File: src/rtl/ex_mem_reg.sv
// rtl/ex_mem_reg.sv - EX/MEM pipeline register with NZV flag register and retire counter (option: EXMEM_FLAG_BYPASS_EN)
module ex_mem_reg #(
  parameter int DATA_W = 16,
  parameter int RA_W   = 4
) (
  input  logic              clk,
  input  logic              rst_n,
  input  logic              stall,
  input  logic              flush,
  input  logic              in_valid,
  input  logic [3:0]        opcode,
  input  logic [DATA_W-1:0] alu_result,
  input  logic              alu_v,
  input  logic [RA_W-1:0]   rd,
  input  logic              reg_write,
  input  logic              mem_read,
  input  logic              mem_write,
  input  logic [DATA_W-1:0] store_data,
  output logic              out_valid,
  output logic [DATA_W-1:0] out_result,
  output logic [RA_W-1:0]   out_rd,
  output logic              out_reg_write,
  output logic              out_mem_read,
  output logic              out_mem_write,
  output logic [DATA_W-1:0] out_store_data,
  output logic [2:0]        flags,
  output logic [2:0]        flags_br,
  output logic [15:0]       retire_cnt
);

  logic              accept;
  logic              load;
  logic              n_flag;
  logic              z_flag;

  logic              valid_q, valid_d;
  logic [DATA_W-1:0] result_q, result_d;
  logic [RA_W-1:0]   rd_q, rd_d;
  logic              reg_write_q, reg_write_d;
  logic              mem_read_q, mem_read_d;
  logic              mem_write_q, mem_write_d;
  logic [DATA_W-1:0] store_q, store_d;
  logic [2:0]        flags_q, flags_d;
  logic [15:0]       cnt_q, cnt_d;

  // A flush squashes the EX instruction even while the pipe is stalled, so
  // the register loads whenever it is not held by a plain stall.
  assign accept = in_valid & ~stall & ~flush;
  assign load   = flush | ~stall;
  assign n_flag = alu_result[DATA_W-1];
  assign z_flag = (alu_result == '0);

  // Pipeline payload next state: accept copies EX, bubble clears controls.
  always_comb begin
    valid_d     = valid_q;
    result_d    = result_q;
    rd_d        = rd_q;
    reg_write_d = reg_write_q;
    mem_read_d  = mem_read_q;
    mem_write_d = mem_write_q;
    store_d     = store_q;
    if (load) begin
      valid_d     = accept;
      result_d    = alu_result;
      rd_d        = rd;
      store_d     = store_data;
      reg_write_d = accept & reg_write;
      mem_read_d  = accept & mem_read;
      mem_write_d = accept & mem_write;
    end
  end

  // Flag and retire-count next state; only accepted instructions touch them.
  always_comb begin
    flags_d = flags_q;
    cnt_d   = cnt_q;
    if (accept) begin
      cnt_d = cnt_q + 16'd1;
      case (opcode)
        4'b0000, 4'b0001:                   flags_d = {n_flag, z_flag, alu_v};
        4'b0010, 4'b0100, 4'b0101, 4'b0110: flags_d[1] = z_flag;
        default:                            flags_d = flags_q;
      endcase
    end
  end

  // Pipeline payload registers, cleared asynchronously.
  always_ff @(posedge clk or negedge rst_n) begin
    if (!rst_n) begin
      valid_q     <= 1'b0;
      result_q    <= '0;
      rd_q        <= '0;
      reg_write_q <= 1'b0;
      mem_read_q  <= 1'b0;
      mem_write_q <= 1'b0;
      store_q     <= '0;
    end else begin
      valid_q     <= valid_d;
      result_q    <= result_d;
      rd_q        <= rd_d;
      reg_write_q <= reg_write_d;
      mem_read_q  <= mem_read_d;
      mem_write_q <= mem_write_d;
      store_q     <= store_d;
    end
  end

  // Architectural flags and retire counter, cleared asynchronously.
  always_ff @(posedge clk or negedge rst_n) begin
    if (!rst_n) begin
      flags_q <= 3'b000;
      cnt_q   <= 16'h0000;
    end else begin
      flags_q <= flags_d;
      cnt_q   <= cnt_d;
    end
  end

  assign out_valid      = valid_q;
  assign out_result     = result_q;
  assign out_rd         = rd_q;
  assign out_reg_write  = reg_write_q;
  assign out_mem_read   = mem_read_q;
  assign out_mem_write  = mem_write_q;
  assign out_store_data = store_q;
  assign flags          = flags_q;
  assign retire_cnt     = cnt_q;

`ifdef EXMEM_FLAG_BYPASS_EN
  // Branch resolution sees the flags being written this cycle.
  assign flags_br = flags_d;
`else
  assign flags_br = flags_q;
`endif

endmodule

File: config.mk
export PLATFORM = sky130hd
export DESIGN_NAME = ex_mem_reg
export DESIGN_NICKNAME = d
export VERILOG_FILES = /design/src/rtl/ex_mem_reg.sv
export SDC_FILE = /design/constraint.sdc
export NUM_CORES = 1
export LEC_CHECK = 0
export ABC_AREA = 1
export BUFFER_PORTS_ARGS = -buffer_cell sky130_fd_sc_hd__buf_4
export CAP_MARGIN = 15
export CORE_ASPECT_RATIO = 0.6
export CORE_MARGIN = 1.5
export CORE_UTILIZATION = 43
export DETAILED_ROUTE_END_ITERATION = 10
export GPL_ROUTABILITY_DRIVEN = 0
export PLACE_DENSITY = 0.87
export SETUP_SLACK_MARGIN = 0.3
export SLEW_MARGIN = 40
export SYNTH_ARGS = -nofsm -noshare
export SYNTH_HDL_FRONTEND = slang
export SYNTH_SLANG_ARGS = --single-unit
File: constraint.sdc
create_clock -name clk -period 1.3 [get_ports clk]
set_input_delay 0.195 -clock clk [delete_from_list [all_inputs] [get_ports clk]]
set_output_delay 0.195 -clock clk [all_outputs]
set_load 0.03 [all_outputs]
==> results of run 1 <==
cells in the final DEF (no fill, tap or decap), drive strengths merged:
master and instances:
xor2 4, nor3 3, nor2 33, nand3 12, nand3b 3, dfrtp 59, nand4 12, dlygate4sd3 1
clkbuf 14, nand2 50, clkinv 1, a21oi 16, xnor2 3, inv 32, mux2 20, o21ai 4
buf 152, ha 1
cell usage after synthesis:
| cell | n | area, um2 |
|---|---|---|
| ha_1 | 1 | 12.5 |
| nand2_2 | 1 | 6.26 |
| nand2_1 | 49 | 184 |
| nor3_1 | 2 | 10.0 |
| inv_1 | 30 | 113 |
| clkbuf_1 | 2 | 7.51 |
| nand3_2 | 1 | 10.0 |
| nand3_1 | 11 | 55.1 |
| inv_2 | 2 | 7.51 |
| nor2_2 | 1 | 6.26 |
| o21ai_1 | 2 | 10.0 |
| xnor2_1 | 3 | 26.3 |
| nor2_4 | 2 | 22.5 |
| buf_4 | 3 | 22.5 |
| nand3b_1 | 2 | 15.0 |
| buf_6 | 3 | 33.8 |
| xor2_1 | 4 | 35.0 |
| nor3_4 | 1 | 16.3 |
| nand3b_4 | 1 | 20.0 |
| buf_2 | 1 | 5.00 |
| mux2_2 | 20 | 225 |
| a21oi_1 | 16 | 80.1 |
| o21ai_0 | 2 | 10.0 |
| dfrtp_1 | 59 | 1480 |
| nand4_1 | 12 | 75.1 |
| nor2_1 | 30 | 113 |
metal layers:
metal / share of wire / track usage / vias up / wire length (um)
met5: 0 / 0 / - / 0
met4: 0.014 / 0.0811 / 0 / 105
met3: 0.083 / 0.0877 / 13 / 605
met2: 0.49 / 0.386 / 106 / 3570
met1: 0.41 / 0.295 / 1130 / 3010
li1: - / - / 1145 / -
final cells by class:
class | count | area (um2) | area share
Clock buffer | 14 | 193 | 0.0443
Clock inverter | 1 | 5.00 | 0.00115
Inverter | 32 | 123 | 0.0282
Multi-Input combinational cell | 161 | 1030 | 0.237
Sequential cell | 59 | 1490 | 0.342
Tap cell | 80 | 100 | 0.0230
Timing Repair Buffer | 153 | 1410 | 0.324
sequential cells by signal, indices dropped and copies added, names as in the netlist:
register        flops
out_store_data     16
out_reg_write       1
retire_cnt         16
out_valid           1
out_mem_write       1
out_rd              4
out_result         16
out_mem_read        1
flags               3
final timing paths:
path / start / end / slack, ps / cells after the start
worst max-delay path: retire_cnt[0]$_DFFE_PN0P_ / retire_cnt[10]$_DFFE_PN0P_ / 120 / 5
worst min-delay path: mem_write / out_mem_write$_DFFE_PN0P_ / 50 / 3
worst max register to register: retire_cnt[0]$_DFFE_PN0P_ / retire_cnt[10]$_DFFE_PN0P_ / 120 / 5
worst min register to register: out_store_data[2]$_DFFE_PN0P_ / out_store_data[2]$_DFFE_PN0P_ / 540 / 1
max in group asynchronous: rst_n / flags[1]$_DFFE_PN0P_ / 550 / 3
min in group asynchronous: rst_n / retire_cnt[11]$_DFFE_PN0P_ / 260 / 2
kinds of logic after synthesis:
| group | synth area share |
|---|---|
| buffers and inverters | 0.0727 |
| AOI/OAI and AO/OA | 0.0385 |
| xor gates and xnor gates | 0.0236 |
| adders and majority gates | 0.00482 |
| and+or+nand+nor | 0.205 |
| DFF | 0.568 |
| muxes | 0.0867 |
critical path, stage by stage, from the launching register on:
cell	delay [ps]
dfrtp_2	430
ha_4	180
nand3_4	90
nor2_4	140
nand2_2	70
xor2_1	140
what timing repair did:
action                                 4_1_cts  5_1_grt
pin swaps                                    4       17
setup endpoints to repair                   76       76
hold buffers                                 1        0
buffers inserted                            25       12
endpoints found under the hold margin       44        0
gates resized for setup                     66       17
power groups by stage:
| stage | Sequential, mW | Combinational [mW] | Clock (mW) |
|---|---|---|---|
| final | 2.28 | 1.63 | 1.63 |
| after global routing | 2.30 | 1.74 | 1.75 |
| after CTS | 2.28 | 1.53 | 1.66 |
| after detailed placement | 2.30 | 1.27 | 0 |
| after global placement | 2.28 | 1.24 | 0 |
| after floorplan | 2.63 | 0.359 | 0 |
==> summary.md, run 1 <==
| Metric | Value |
|---|---|
| Outcome | `completed` |
| DRC Markers | `0` |
| Seq/Total Area, Yosys | `0.568` |
| Pin count of the biggest net entering global routing | `42` |
| Avg Inst Size Synth | `9.95 um2` |
| Fmax | `around 840 MHz` |
| Initial antenna violation count | `0` |
| Boundary Pins | `about 110` |
| Combinational share of power | `0.294` |
| Internal Power | `around 3.8 mW` |
| Antenna cell count | `0` |
| Power, Total | `5.54 mW` |
| WHS | `about 50 ps` |
| Setup ws final | `roughly 120 ps` |
| Initial DRC Count | `just over 70` |
| Non-Filler Instances | `500` |
| Slew headroom | `0.827` |
| GR Overflow Total | `0` |
| Power share of the clock group | `0.295` |
| Sequential power share | `0.411` |
| Leakage | `~2.2 nW` |
| Htree depth | `3` |
| Post-route ant nets | `0` |
| DR pass1 iterations | `5` |
| Clk_lat worst skew | `about 340 ps` |
| RSZ-0062 raised after global routing | `true` |
| Yosys Warn Count | `0` |
| Row cnt | `21` |
| Routed length per instance | `approximately 15 um` |
| Clock skew | `between 3 and 4 ps` |
| Seq cells post-synth | `59` |
| Count of input and output buffers | `110` |
| Psw | `1.77 mW` |
| Final Hold Fails | `0` |
| Area growth syn-to-layout | `67.4%` |
| Switching share of power | `0.319` |
| Final-layout fill cell count | `between 300 and 400` |
| Max-cap viol count | `0` |
| Fin crit share | `0.911` |
| Pins Over Slew Limit | `0` |
| Via count | `between 2,000 and 2,500` |
| Initial Utilization | `0.456` |
| Clock transition at the registers of the reported paths | `around 60 ps` |
| CP max FO | `4` |
| Hold crit path type | `input pin to register` |
| DP HPWL | `roughly 4700 um` |
| Number of global-route vias before repair | `2,536` |
| Crit path capture type | `register` |
| Power density cells | `between 1000 and 1500 nW/um2` |
| Worst path arrival time | `1410 ps` |
| Routed wire length | `7290 um` |
| Clock tree buffer depth | `2` |
| Maximum VDD drop | `just under 800 uV` |
| Layout cells sized above 1 | `0.533` |
| Core Util, Final | `0.763` |
| CTS tree | `built` |
| Setup TNS | `0 ps` |
| Setup Slack @ Placement | `approximately 17 ps` |
| Post-Synthesis Cells | `about 260` |
| Final Critical Period | `~1200 ps` |
| Final Cell Area | `roughly 4300 um2` |
| Chip Height | `63.2 um` |
| Worst Path Class, Setup | `register to register` |
| Clk root buf | `clkbuf_8` |
| Inst Count DP | `approximately 450` |
| Placed Area | `~3600 um2` |
| Global-route wire length before repair | `between 10,000 and 15,000 um` |
| Die width | `just over 100 um` |
| Die area | `around 6500 um2` |
| CP required | `1520 ps` |
| Total Routing Usage GR | `0.239` |
| CTS sink cnt | `59` |
| Syn Nets | `~310` |
| Startpoint Class | `register` |
| Core area | `5700 um2` |
| CTS buffer count | `9` |
| Vias/cell | `approximately 4.8` |
| Syn Std Cell Area | `about 2600 um2` |
| Yosys cell types | `26` |
| Layout Nets | `466` |
| Worst-margin pin slew | `between 200 and 300 ps` |
| # setup viols final | `0` |
No activity file was read; power rests on OpenSTA's default activity.
==> inputs of run 2 (changes only) <==
Settings changed: CORE_UTILIZATION 43 to 51, PLACE_DENSITY 0.87 to 0.95, SETUP_SLACK_MARGIN 0.3 to 0.15.
Clock period 1.3 ns to 1.45 ns, I/O delays scaled along.
==> run 2 against run 1 <==
Die area shrank 15%; register-to-register slack gained 80 ps; sequential cell count is the same; clock skew grew 1.7 ps; total power shrank 20%; clock power shrank 20%; non-clock buffer count shrank 39; via count shrank 8.2%; sequential share of layout area grew 5.9 points; utilization grew 1.8 points; largest cell class unchanged; largest power group unchanged.
==> summary.md, run 2 (synthesis results as in run 1) <==
| Metric | Value |
|---|---|
| Combinational share of power | `0.255` |
| Layout Nets | `approximately 430` |
| Die area | `around 5500 um2` |
| Worst reg-to-reg setup slack | `between 150 and 200 ps` |
| Sequential power share | `0.452` |
| Clk_lat worst skew | `320 ps` |
| RR Startpoint | `retire_cnt[0]$_DFFE_PN0P_` |
| Worst Path Class, Setup | `register to register` |
| Maximum VDD drop | `approximately 780 uV` |
| Startpoint Class | `register` |
| Outcome | `completed` |
| Area of the multi-input gates | `between 900 and 1000 um2` |
| Number of global-route vias before repair | `2,179` |
| Clock transition at the registers of the reported paths | `approximately 70 ps` |
| Clock skew | `5.60 ps` |
| Final Hold Fails | `0` |
| Pin count of the biggest net entering global routing | `53` |
| Setup crit end | `retire_cnt[8]$_DFFE_PN0P_` |
| Placed Area | `3480 um2` |
| Core Util, Final | `0.780` |
| CTS buffer count | `9` |
| DRC Markers | `0` |
| Worst setup startpoint | `retire_cnt[0]$_DFFE_PN0P_` |
| Fin crit share | `0.868` |
| Sequential cell area | `about 1500 um2` |
| Area growth syn-to-layout | `42.1%` |
| Chip Height | `about 58 um` |
| DP HPWL | `4740 um` |
| GR Overflow Total | `0` |
| Crit path capture type | `register` |
| Commonest cells after routing, fill and taps aside | `111 x buf_4, 54 x dfrtp_1, 49 x nand2_1, 30 x inv_1, 28 x nor2_1` |
| Setup ws final | `roughly 190 ps` |
| Htree depth | `3` |
| Reg2Reg Depth | `6` |
| Min-delay src | `reg_write` |
| Antenna cell count | `0` |
| CTS tree | `built` |
| Initial Utilization | `0.549` |
| Critical R2R Capture | `retire_cnt[8]$_DFFE_PN0P_` |
| Vias/cell | `between 4 and 5` |
| Power density cells | `1200 nW/um2` |
| Row cnt | `19` |
| Power share of the clock group | `0.293` |
| Psw | `~1.4 mW` |
| Pins Over Slew Limit | `0` |
| Commonest non-fill, non-tap cell in the layout | `buf_4` |
| CP max FO | `4` |
| Hold crit path type | `input pin to register` |
| Setup Slack @ Placement | `about 120 ps` |
| Routed length per instance | `between 10 and 15 um` |
| CTS sink cnt | `a little under 60` |
| Fmax | `between 700 and 800 MHz` |
| Initial DRC Count | `141` |
| Count of input and output buffers | `between 100 and 150` |
| Die width | `between 90 and 100 um` |
| Slew headroom | `0.742` |
| Setup TNS | `0 ps` |
| Leakage | `1.91 nW` |
| Global-route wire length before repair | `a little under 10,000 um` |
| Switching share of power | `0.321` |
| DR pass1 iterations | `4` |
| RSZ-0062 raised after global routing | `true` |
| Core area | `4730 um2` |
| Final-layout fill cell count | `~310` |
| Clk root buf | `clkbuf_8` |
| Max-cap viol count | `0` |
| Final Cell Area | `around 3700 um2` |
| Boundary Pins | `approximately 110` |
| # setup viols final | `0` |
| Clock tree buffer depth | `2` |
| Worst-margin pin slew | `just under 400 ps` |
| Layout cells sized above 1 | `0.429` |
| Total Routing Usage GR | `0.243` |
| Worst path arrival time | `approximately 1500 ps` |
| CP required | `1660 ps` |
| Via count | `between 2,000 and 2,500` |
| Final Critical Period | `between 1000 and 1500 ps` |
| Post-route ant nets | `0` |
| Routed wire length | `about 6000 um` |
| Internal Power | `approximately 3.0 mW` |
| Initial antenna violation count | `0` |
==> run 2: final cells by class <==
| cell class | count | share of cell area |
|---|---|---|
| tap | 63 | 0.0213 |
| multi-input combinational | 161 | 0.259 |
| timing repair buffer | 114 | 0.239 |
| inverter | 32 | 0.0325 |
| clock buffer | 14 | 0.0441 |
| clock inverter | 2 | 0.00271 |
| sequential | 59 | 0.402 |
==> run 2: how the worst min path moves through the flow <==
stage,to,slack [ps],cells after the start
after CTS,out_reg_write$_DFFE_PN0P_,80,3
after global routing,out_mem_read$_DFFE_PN0P_,70,3
after global placement,retire_cnt[9]$_DFFE_PN0P_,160,1
final,out_reg_write$_DFFE_PN0P_,100,3
after detailed placement,retire_cnt[13]$_DFFE_PN0P_,170,1
after floorplan,flags[0]$_DFFE_PN0P_,-80,0
==> run 2: metrics by stage <==
| step | power (mW) | cells | hold slack [ps] |
|---|---|---|---|
| after detailed placement | 3.10 | 427 | 172 |
| after global routing | 4.66 | 445 | 72.3 |
| after global placement | 3.08 | 427 | 165 |
| after floorplan | 2.61 | 261 | -78.1 |
| final | 4.43 | 445 | 97.5 |
| after CTS | 4.41 | 444 | 81.9 |
==> run 2: power by group through the flow <==
stage	clock network [mW]	registers (mW)	logic (mW)
finish	1.30	2.00	1.13
global route	1.41	2.03	1.22
CTS	1.33	1.98	1.10
detailed placement	0	2.01	1.09
global placement	0	2.00	1.08
floorplan	0	2.32	0.290
==> run 2: worst max-delay path, cell delays in order (launching register included) <==
cell and delay, ps:
dfrtp_2 420, ha_4 150, nand3_2 120, nor2_4 160, nand2_1 90, o21ai_1 130, nand2_1 70
==> run 2: timing repair <==
| item | in CTS | in global routing |
|---|---|---|
| pin swaps | 1 | 1 |
| endpoints found under the hold margin | 29 | 0 |
| buffers inserted | 0 | 1 |
| hold buffers | 1 | 0 |
| resized for setup | 1 | 6 |
| setup endpoints to repair | 1 | 9 |
==> run 2: routing by layer <==
layer  GRT usage  vias to the layer above  share of wire
met2       0.378                      101           0.46
met3       0.114                        5           0.11
met1       0.307                     1019           0.42
met5           0                        -              0
met4      0.0661                        0         0.0060
li1            -                     1072              -
==> inputs of run 3 (changes only) <==
Settings changed: PLACE_DENSITY 0.95 to default, PLACE_DENSITY_LB_ADDON from default to 0.15.
==> run 3 against run 2 <==
Die area did not move; setup slack improved by 11 ps; maximum frequency grew 0.91%; critical path type unchanged; via count increased by 2.2%; final area grew 1.4%; largest power group unchanged; global-route usage increased by 1.2 points; non-clock buffer count grew 3; largest cell class unchanged; critical endpoint unchanged; final cell count is 0.45% higher; total power is 5.4% higher; sequential power is essentially flat; routed wire length rose by 4.1%.
==> summary.md, run 3 (synthesis results as in run 1) <==
| Metric | Value |
|---|---|
| CTS tree | `built` |
| Crit path capture type | `register` |
| Final Cell Area | `between 3000 and 4000 um2` |
| Fin crit share | `0.860` |
| Layout Nets | `430` |
| Max-cap viol count | `0` |
| Initial antenna violation count | `0` |
| Worst Path Class, Setup | `register to register` |
| Via count | `approximately 2,200` |
| Post-route ant nets | `0` |
| CP required | `approximately 1700 ps` |
| Placed Area | `about 3500 um2` |
| Clk_lat worst skew | `roughly 330 ps` |
| Slew headroom | `0.802` |
| Commonest non-fill, non-tap cell in the layout | `buf_4` |
| Global-route wire length before repair | `10,400 um` |
| Initial Utilization | `0.549` |
| Clk root buf | `clkbuf_8` |
| CP max FO | `4` |
| Reg2Reg Depth | `6` |
| Die width | `about 95 um` |
| Outcome | `completed` |
| Maximum VDD drop | `about 840 uV` |
| Clock tree buffer depth | `2` |
| Fmax | `802 MHz` |
| Clock skew | `between 5 and 6 ps` |
| DR pass1 iterations | `4` |
| Clock transition at the registers of the reported paths | `around 60 ps` |
| RR Startpoint | `retire_cnt[0]$_DFFE_PN0P_` |
| Commonest cells after routing, fill and taps aside | `115 x buf_4, 56 x dfrtp_1, 48 x nand2_1, 30 x inv_1, 28 x nor2_1` |
| GR Overflow Total | `0` |
| DP HPWL | `4770 um` |
| Die area | `approximately 5500 um2` |
| # setup viols final | `0` |
| Number of global-route vias before repair | `roughly 2,200` |
| Setup Slack @ Placement | `about 110 ps` |
| Total Routing Usage GR | `0.255` |
| Setup crit end | `retire_cnt[8]$_DFFE_PN0P_` |
| Setup TNS | `0 ps` |
| Setup ws final | `between 200 and 250 ps` |
| Worst reg-to-reg setup slack | `slightly above 200 ps` |
| Leakage | `1.95 nW` |
| Power density cells | `1250 nW/um2` |
| CTS buffer count | `9` |
| Chip Height | `58.3 um` |
| RSZ-0062 raised after global routing | `true` |
| Row cnt | `19` |
| Final Critical Period | `between 1000 and 1500 ps` |
| Area growth syn-to-layout | `44.1%` |
| Power, Total | `~4.7 mW` |
| Critical R2R Capture | `retire_cnt[8]$_DFFE_PN0P_` |
| Boundary Pins | `roughly 110` |
| Vias/cell | `about 5` |
| Final Hold Fails | `0` |
| Layout cells sized above 1 | `0.438` |
| Pin count of the biggest net entering global routing | `53` |
| Routed wire length | `approximately 6400 um` |
| CTS sink cnt | `59` |
| Hold crit path type | `input pin to register` |
| Core area | `approximately 4700 um2` |
| Worst setup startpoint | `retire_cnt[0]$_DFFE_PN0P_` |
| Count of input and output buffers | `110` |
| Pins Over Slew Limit | `0` |
| Htree depth | `3` |
| Final-layout fill cell count | `roughly 300` |
| Antenna cell count | `0` |
| Worst path arrival time | `~1500 ps` |
| Worst-margin pin slew | `between 200 and 300 ps` |
| Routed length per instance | `14.3 um` |
| Startpoint Class | `register` |
| Initial DRC Count | `about 130` |
| DRC Markers | `0` |
-- run 3: final cells by class --
type | instances | area [um2] | share of cell area
clock buffers | 14 | 183 | 0.0488
repair buffers | 117 | 893 | 0.239
flip-flops and latches | 59 | 1480 | 0.396
clock inverters | 1 | 30.0 | 0.00802
multi-input cells | 161 | 957 | 0.256
well taps | 63 | 78.8 | 0.0211
inverters | 32 | 120 | 0.0321
-- run 3: metal layers --
metal | GRT usage | vias up | share of wire
li1 | - | 1074 | -
met1 | 0.328 | 1060 | 0.43
met2 | 0.383 | 101 | 0.45
met3 | 0.127 | 10 | 0.099
met4 | 0.0725 | 0 | 0.012
met5 | 0 | - | 0
-- run 3: worst min path at each step --
| stage | startpoint | to | depth (start not counted) |
|---|---|---|---|
| floorplan | rst_n | flags[0]$_DFFE_PN0P_ | 0 |
| global placement | rst_n | retire_cnt[9]$_DFFE_PN0P_ | 1 |
| detailed placement | rst_n | retire_cnt[13]$_DFFE_PN0P_ | 1 |
| CTS | mem_write | out_mem_write$_DFFE_PN0P_ | 3 |
| global route | mem_read | out_mem_read$_DFFE_PN0P_ | 3 |
| finish | reg_write | out_reg_write$_DFFE_PN0P_ | 3 |
-- run 3: power breakdown --
group	internal [mW]	total (mW)	leakage [nW]	switching, mW
combinational	0.445	1.10	1.13	0.657
clock	0.973	1.58	0.109	0.603
sequential	1.82	1.99	0.711	0.168
total	3.24	4.67	1.95	1.43
-- run 3: critical path, stage by stage, from the launching register on --
cell     delay (ps)
dfrtp_2         410
ha_1            200
nand3_2         120
nor2_4          140
nand2_2          90
o21ai_1         120
nand2_1          60
-- run 3: metrics by stage --
step           cells  utilization  hold slack [ps]
2_1_floorplan    261            -            -78.1
3_3_place_gp     429        0.736              132
3_5_place_dp     429        0.736              128
4_1_cts          445        0.783             71.7
5_1_grt          447        0.791             72.0
6_report         447        0.791             82.0
-- run 3: repair_timing --
item | in CTS | in global routing
hold buffers | 1 | 0
buffers inserted | 0 | 2
resized for setup | 0 | 6
setup endpoints to repair | 0 | 8
hold endpoints to repair | 21 | 0
